--- src/rtl/stump_seq_alu.sv ---
// rtl/stump_seq_alu.sv - registered Stump ALU with valid/ready handshake and shift-add multiply
module stump_seq_alu #(
  parameter int WIDTH  = 16,
  parameter bit MUL_EN = 1'b1
) (
  input  logic             clk,
  input  logic             rst_n,
  input  logic             in_valid,
  output logic             in_ready,
  input  logic [WIDTH-1:0] operand_A,
  input  logic [WIDTH-1:0] operand_B,
  input  logic [2:0]       func,
  input  logic             c_in,
  input  logic             csh,
  input  logic             flag_we,
  output logic             out_valid,
  input  logic             out_ready,
  output logic [WIDTH-1:0] result,
  output logic [3:0]       flags_out,
  output logic             busy
);

  localparam int CW = $clog2(WIDTH + 1);
  localparam logic [CW-1:0] CNT_LAST = CW'(WIDTH);

  typedef enum logic {IDLE, MUL} state_t;
  state_t state, state_next;

  logic [CW-1:0]        mul_cnt;
  logic [2*WIDTH-1:0]   acc;
  logic [2*WIDTH-1:0]   mcand;
  logic [WIDTH-1:0]     mplier;
  logic                 mul_fwe;

  logic accept, is_mul, mul_done;

  assign in_ready = (state == IDLE) & (~out_valid | out_ready);
  assign accept   = in_valid & in_ready;
  assign is_mul   = MUL_EN && (func == 3'b111);
  assign mul_done = (state == MUL) && (mul_cnt == CNT_LAST);
  assign busy     = (state == MUL);

  logic [WIDTH-1:0] b_op, alu_r, mul_r;
  logic [WIDTH:0]   sum;
  logic             cin_op, sub_op, alu_c, alu_v;
  logic [3:0]       alu_flags, mul_flags;

  // Subtraction is A + ~B + carry; one overflow rule then covers add and sub.
  always_comb begin
    sub_op = func[1];
    b_op   = sub_op ? ~operand_B : operand_B;
    case (func[1:0])
      2'b00:   cin_op = 1'b0;
      2'b01:   cin_op = c_in;
      2'b10:   cin_op = 1'b1;
      default: cin_op = ~c_in;
    endcase
    sum   = {1'b0, operand_A} + {1'b0, b_op} + {{WIDTH{1'b0}}, cin_op};
    alu_r = sum[WIDTH-1:0];
    alu_c = sub_op ? ~sum[WIDTH] : sum[WIDTH];
    alu_v = (operand_A[WIDTH-1] == b_op[WIDTH-1]) && (alu_r[WIDTH-1] != operand_A[WIDTH-1]);
    case (func)
      3'b100: begin
        alu_r = operand_A & operand_B;
        alu_c = csh;
        alu_v = 1'b0;
      end
      3'b101: begin
        alu_r = operand_A | operand_B;
        alu_c = csh;
        alu_v = 1'b0;
      end
      3'b110, 3'b111: begin
        alu_r = operand_A;
        alu_c = 1'b0;
        alu_v = 1'b0;
      end
      default: ;
    endcase
    alu_flags = {alu_r[WIDTH-1], (alu_r == '0), alu_v, alu_c};
  end

  assign mul_r     = acc[WIDTH-1:0];
  assign mul_flags = {mul_r[WIDTH-1], (mul_r == '0), 1'b0, |acc[2*WIDTH-1:WIDTH]};

  always_ff @(posedge clk) begin
    if (!rst_n) state <= IDLE;
    else        state <= state_next;
  end

  always_comb begin
    state_next = state;
    case (state)
      IDLE:    if (accept && is_mul) state_next = MUL;
      MUL:     if (mul_done) state_next = IDLE;
      default: state_next = IDLE;
    endcase
  end

  always_ff @(posedge clk) begin
    if (!rst_n) begin
      out_valid <= 1'b0;
      result    <= '0;
      flags_out <= '0;
      mul_cnt   <= '0;
      acc       <= '0;
      mcand     <= '0;
      mplier    <= '0;
      mul_fwe   <= 1'b0;
    end else begin
      if (out_valid && out_ready) out_valid <= 1'b0;
      if (state == IDLE) begin
        if (accept) begin
          if (is_mul) begin
            acc     <= '0;
            mcand   <= {{WIDTH{1'b0}}, operand_A};
            mplier  <= operand_B;
            mul_cnt <= '0;
            mul_fwe <= flag_we;
          end else begin
            result    <= alu_r;
            out_valid <= 1'b1;
            if (flag_we) flags_out <= alu_flags;
          end
        end
      end else if (mul_done) begin
        // Publish on the edge after the last iteration so acc is settled.
        result    <= mul_r;
        out_valid <= 1'b1;
        if (mul_fwe) flags_out <= mul_flags;
      end else begin
        if (mplier[0]) acc <= acc + mcand;
        mcand   <= mcand << 1;
        mplier  <= mplier >> 1;
        mul_cnt <= mul_cnt + CW'(1);
      end
    end
  end

endmodule

--- config.mk ---
export PLATFORM = sky130hd
export DESIGN_NAME = stump_seq_alu
export DESIGN_NICKNAME = d
export VERILOG_FILES = /design/src/rtl/stump_seq_alu.sv
export SDC_FILE = /design/constraint.sdc
export NUM_CORES = 1
export LEC_CHECK = 0
export BUFFER_PORTS_ARGS = -buffer_cell sky130_fd_sc_hd__buf_2
export CAP_MARGIN = 20
export CORE_MARGIN = 4
export CORE_UTILIZATION = 25
export CTS_CLUSTER_SIZE = 12
export DETAILED_ROUTE_END_ITERATION = 16
export GPL_TIMING_DRIVEN = 0
export HOLD_SLACK_MARGIN = 0.06
export SLEW_MARGIN = 10
export SYNTH_ARGS = -nofsm -noshare
export SYNTH_HDL_FRONTEND = slang
export SYNTH_SLANG_ARGS = --single-unit
--- constraint.sdc ---
create_clock -name clk -period 5.35 [get_ports clk]
set_input_delay 0.8025 -clock clk [delete_from_list [all_inputs] [get_ports clk]]
set_output_delay 0.8025 -clock clk [all_outputs]
set_load 0.01 [all_outputs]
==> flow_summary.yaml <==
logic_synthesis:
  post_synth_instance_area_mm2: 0.00762
  post_synth_inst_count: 933
  synth.area.mux_share_pct: 5.14
  post_synth_num_cell_types: 74
  synthAdderAreaFrac_pct: 8.67
  yosysSeqAreaShare_pct: 28.4
  synth_fp_nets: 1026
  dominantRegCellSynth: "dfxtp_1"
  synth_simple_gate_area_share_pct: 20.3
  synthesis.yosys.warnings: 0
  share_of_the_synthesized_area_in_compound_gates_ao_oa_aoi_oai_pct: 27.7
  synthArstFlopShare_pct: 0
  syn-mean-instance-area_um2: 8.16
  number_of_enable_type_register_cells_in_the_synthesized_netlist: 0
  postSynthRegisterBits: 108
  yosys.area_share.xor_xnor_pct: 5.98
  largest_family_of_logic_cells_by_synthesized_area: "compound AO/OA/AOI/OAI gates"
sta:
  timing_max_transition_violations_final: 0
  maxSlewHeadroom_pct: 33.1
  finalWorstPathRequiredPeriod_ns: 5.17
  final_min_period_over_clock_period_pct: 96.6
  setup_slack_ns: 0.184
  timing_hold_violations_final: 0
  grt_setup_unrepaired: "false"
  setup_viol: 0
  clock_skew_ns: 0.0152
  final_total_negative_setup_slack_ns: 0
  tightestPinTransition_ns: 1.00
  fmax_mhz: 194
  worst_hold_slack_ns: 0.480
clocking:
  cts.sink_count: 108
  cts_max_path_buffers: 2
  cts_buffers: 9
  path_clk_slew_ns: 0.08
  post_cts_hold_buffer_count: 0
  tritoncts: "built"
  root_buffer: "clkbuf_16"
  insertion_delay_of_the_later_clocked_pin_in_the_worst_skew_pair_ns: 0.37
  h-tree-depth: 3
layout:
  num-nets-final: 1099
  antenna_cells_inserted: 0
  final_layout_size_suffix_gt1_share_pct: 10.3
  fin_util_pct: 29.2
  syn_to_final_growth_pct: 14.7
  finalInstanceArea_mm2: 0.00873
critical_path:
  worst-r2r-cell-count: 10
  worstSetupStartpoint: "func[1]"
  worstSetupStartpointType: "primary input"
  r2r-end: "acc[31]"
  regToRegStartpoint: "acc[1]"
  cp-endpoint: "flags_out[2]"
  reg2reg_setup_slack_ns: 2.36
  critical_path_arrival_ns: 5.47
  end_kind: "flip-flop"
  maximum_fanout_along_the_worst_path: 10
  crit_required_ns: 5.65
  setup.worst_path.class: "in2reg"
power:
  switching_share_pct: 31.4
  pwr_density_cell_mw_per_mm2: 231
  p_leak_nw: 3.79
  pwr-share-clk_pct: 35.7
  internal-power_mw: 1.38
  irDropWorstVdd_mv: 0.128
  power_frac_seq_pct: 42.5
  combPwrFrac_pct: 21.8
  power_dissipated_by_switching_net_loads_mw: 0.635
global_route:
  grt_pass1_wl_um: 37600
  largest_net_degree_at_the_start_of_global_routing: 21
  antenna_found_initial: 0
  first_global_vias: 6861
  globalRoute.totalOverflow: 0
  track_usage_pct: 13.9
outcome:
  run_status: "complete, no violations"
hold_path:
  hold_path_class: "reg2reg"
detailed_routing:
  detail_route.first_pass.iterations: 5
  wl_um: 23700
  ant_nets: 0
  detailroute.via_count: 7281
  routed_wire_per_std_cell_um: 16.9
  avgViaCountPerCell: 5.20
  dr.first_iter.drc_count: 470
  drc: 0
placed_design:
  io_buffers: 62
  postPlaceCellArea_mm2: 0.00841
  routabilityCongestion: 0.901
  detailed_place_hpwl_um: 18700
  dp_slack_ns: -0.240
floorplanning:
  rows: 63
  die_area_mm2: 0.0333
  initial_core_util_pct: 25.5
  core_area_mm2: 0.0299
  die_h_um: 183
  die_x_um: 183
  io_pins: 65
job:
  max-cap-violations: 0
-- through the flow --
step / cells / power (mW)
after floorplan: 933 / 1.17
after global placement: 1385 / 1.30
after detailed placement: 1385 / 1.31
after CTS: 1401 / 2.04
after global routing: 1401 / 2.12
final: 1401 / 2.02
-- synth_stat cells (8+ instances only) --
| library cell | count | area [µm²] |
|---|---|---|
| a211oi_1 | 9 | 67.6 |
| a21boi_0 | 32 | 240 |
| a21o_1 | 21 | 158 |
| a21oi_1 | 43 | 215 |
| a22oi_1 | 8 | 60.1 |
| clkbuf_1 | 42 | 158 |
| dfxtp_1 | 108 | 2160 |
| ha_1 | 48 | 601 |
| inv_1 | 17 | 63.8 |
| mux2i_1 | 38 | 380 |
| nand2_1 | 131 | 492 |
| nand3_1 | 44 | 220 |
| nand4_1 | 10 | 62.6 |
| nor2_1 | 39 | 146 |
| nor2b_1 | 21 | 131 |
| nor3_1 | 14 | 70.1 |
| nor4_1 | 9 | 56.3 |
| o211a_1 | 37 | 370 |
| o211ai_1 | 16 | 120 |
| o21a_1 | 9 | 67.6 |
| o21ai_0 | 57 | 285 |
| xnor2_1 | 18 | 158 |
| xor2_1 | 34 | 298 |
-- placed cells by master, fill, tap and decap left out, drive strengths merged, types with 9 or more instances in the layout --
master / netlist / final
clkbuf: 42 / 52
nor4: 9 / 9
nand4: 10 / 10
xor2: 34 / 34
nor2: 39 / 39
o21a: 9 / 9
o21ai: 62 / 62
o211a: 37 / 37
a21oi: 48 / 48
nand2: 131 / 131
a211oi: 9 / 9
mux2i: 38 / 38
dfxtp: 108 / 108
nor2b: 21 / 21
xnor2: 18 / 18
a21o: 21 / 21
o211ai: 16 / 16
inv: 17 / 21
nor3: 15 / 15
ha: 48 / 48
buf: 12 / 73
nand3: 44 / 44
a21boi: 32 / 32
-- repair_timing --
action                                  CTS  global route
buffers inserted                          0             0
endpoints found under the setup margin    0             3
gates resized for setup                   0             1
-- state kept, by name, summed over array words and instances, names as in the netlist --
register	count
flags_out	4
out_valid	1
result	16
mplier	16
mul_fwe	1
acc	32
mul_cnt	5
busy	1
mcand	32
-- how the worst min path moves through the flow --
stage | start | endpoint | cells past startpoint
finish | result[11] | result[11] | 2
global route | mul_fwe | mul_fwe | 2
CTS | result[15] | result[15] | 2
detailed placement | result[15] | result[15] | 2
global placement | mul_fwe | mul_fwe | 2
floorplan | mul_fwe | mul_fwe | 2
-- kinds of logic after synthesis --
family                     Yosys count
AOI/OAI and AO/OA                  292
xor gates and xnor gates            52
adders and majority gates           51
buffers and inverters               72
DFF                                108
muxes                               39
and+or+nand+nor                    319
-- power by group through the flow --
| stage | combinational (mW) | clock [mW] | sequential (mW) |
|---|---|---|---|
| floorplan | 0.290 | 0 | 0.875 |
| finish | 0.440 | 0.721 | 0.858 |
| global route | 0.484 | 0.771 | 0.862 |
| global placement | 0.427 | 0 | 0.876 |
| detailed placement | 0.431 | 0 | 0.877 |
| CTS | 0.434 | 0.744 | 0.858 |
-- per-layer routing --
metal	up-vias	share of wire, %	global-route usage (%)
met5	-	0	0
met4	0	0.78	2.25
met3	19	4.3	2.33
met2	149	46	22.4
met1	3538	49	19.9
li1	3575	-	-
-- worst max-delay path, cell delays in order --
cell,delay (ns)
buf_2,0.12
clkbuf_1,0.37
clkbuf_1,0.55
clkbuf_2,0.46
xnor2_1,0.20
fa_1,0.24
inv_1,0.06
fa_1,0.42
a211oi_1,0.44
o21bai_1,0.14
a21o_1,0.22
a21o_1,0.18
a211oi_1,0.53
nand2_1,0.13
nor4b_1,0.33
nand4bb_1,0.13
o21ai_1,0.12
-- cell type report --
| class | count | area (µm²) |
|---|---|---|
| Buffer | 54 | 221 |
| Clock buffer | 9 | 225 |
| Clock inverter | 7 | 91.3 |
| Fill cell | 3188 | 21100 |
| Inverter | 18 | 67.6 |
| Multi-Input combinational cell | 753 | 5170 |
| Sequential cell | 108 | 2160 |
| Tap cell | 390 | 488 |
| Timing Repair Buffer | 62 | 310 |
Note: power is estimated with default switching activity, not from simulation.
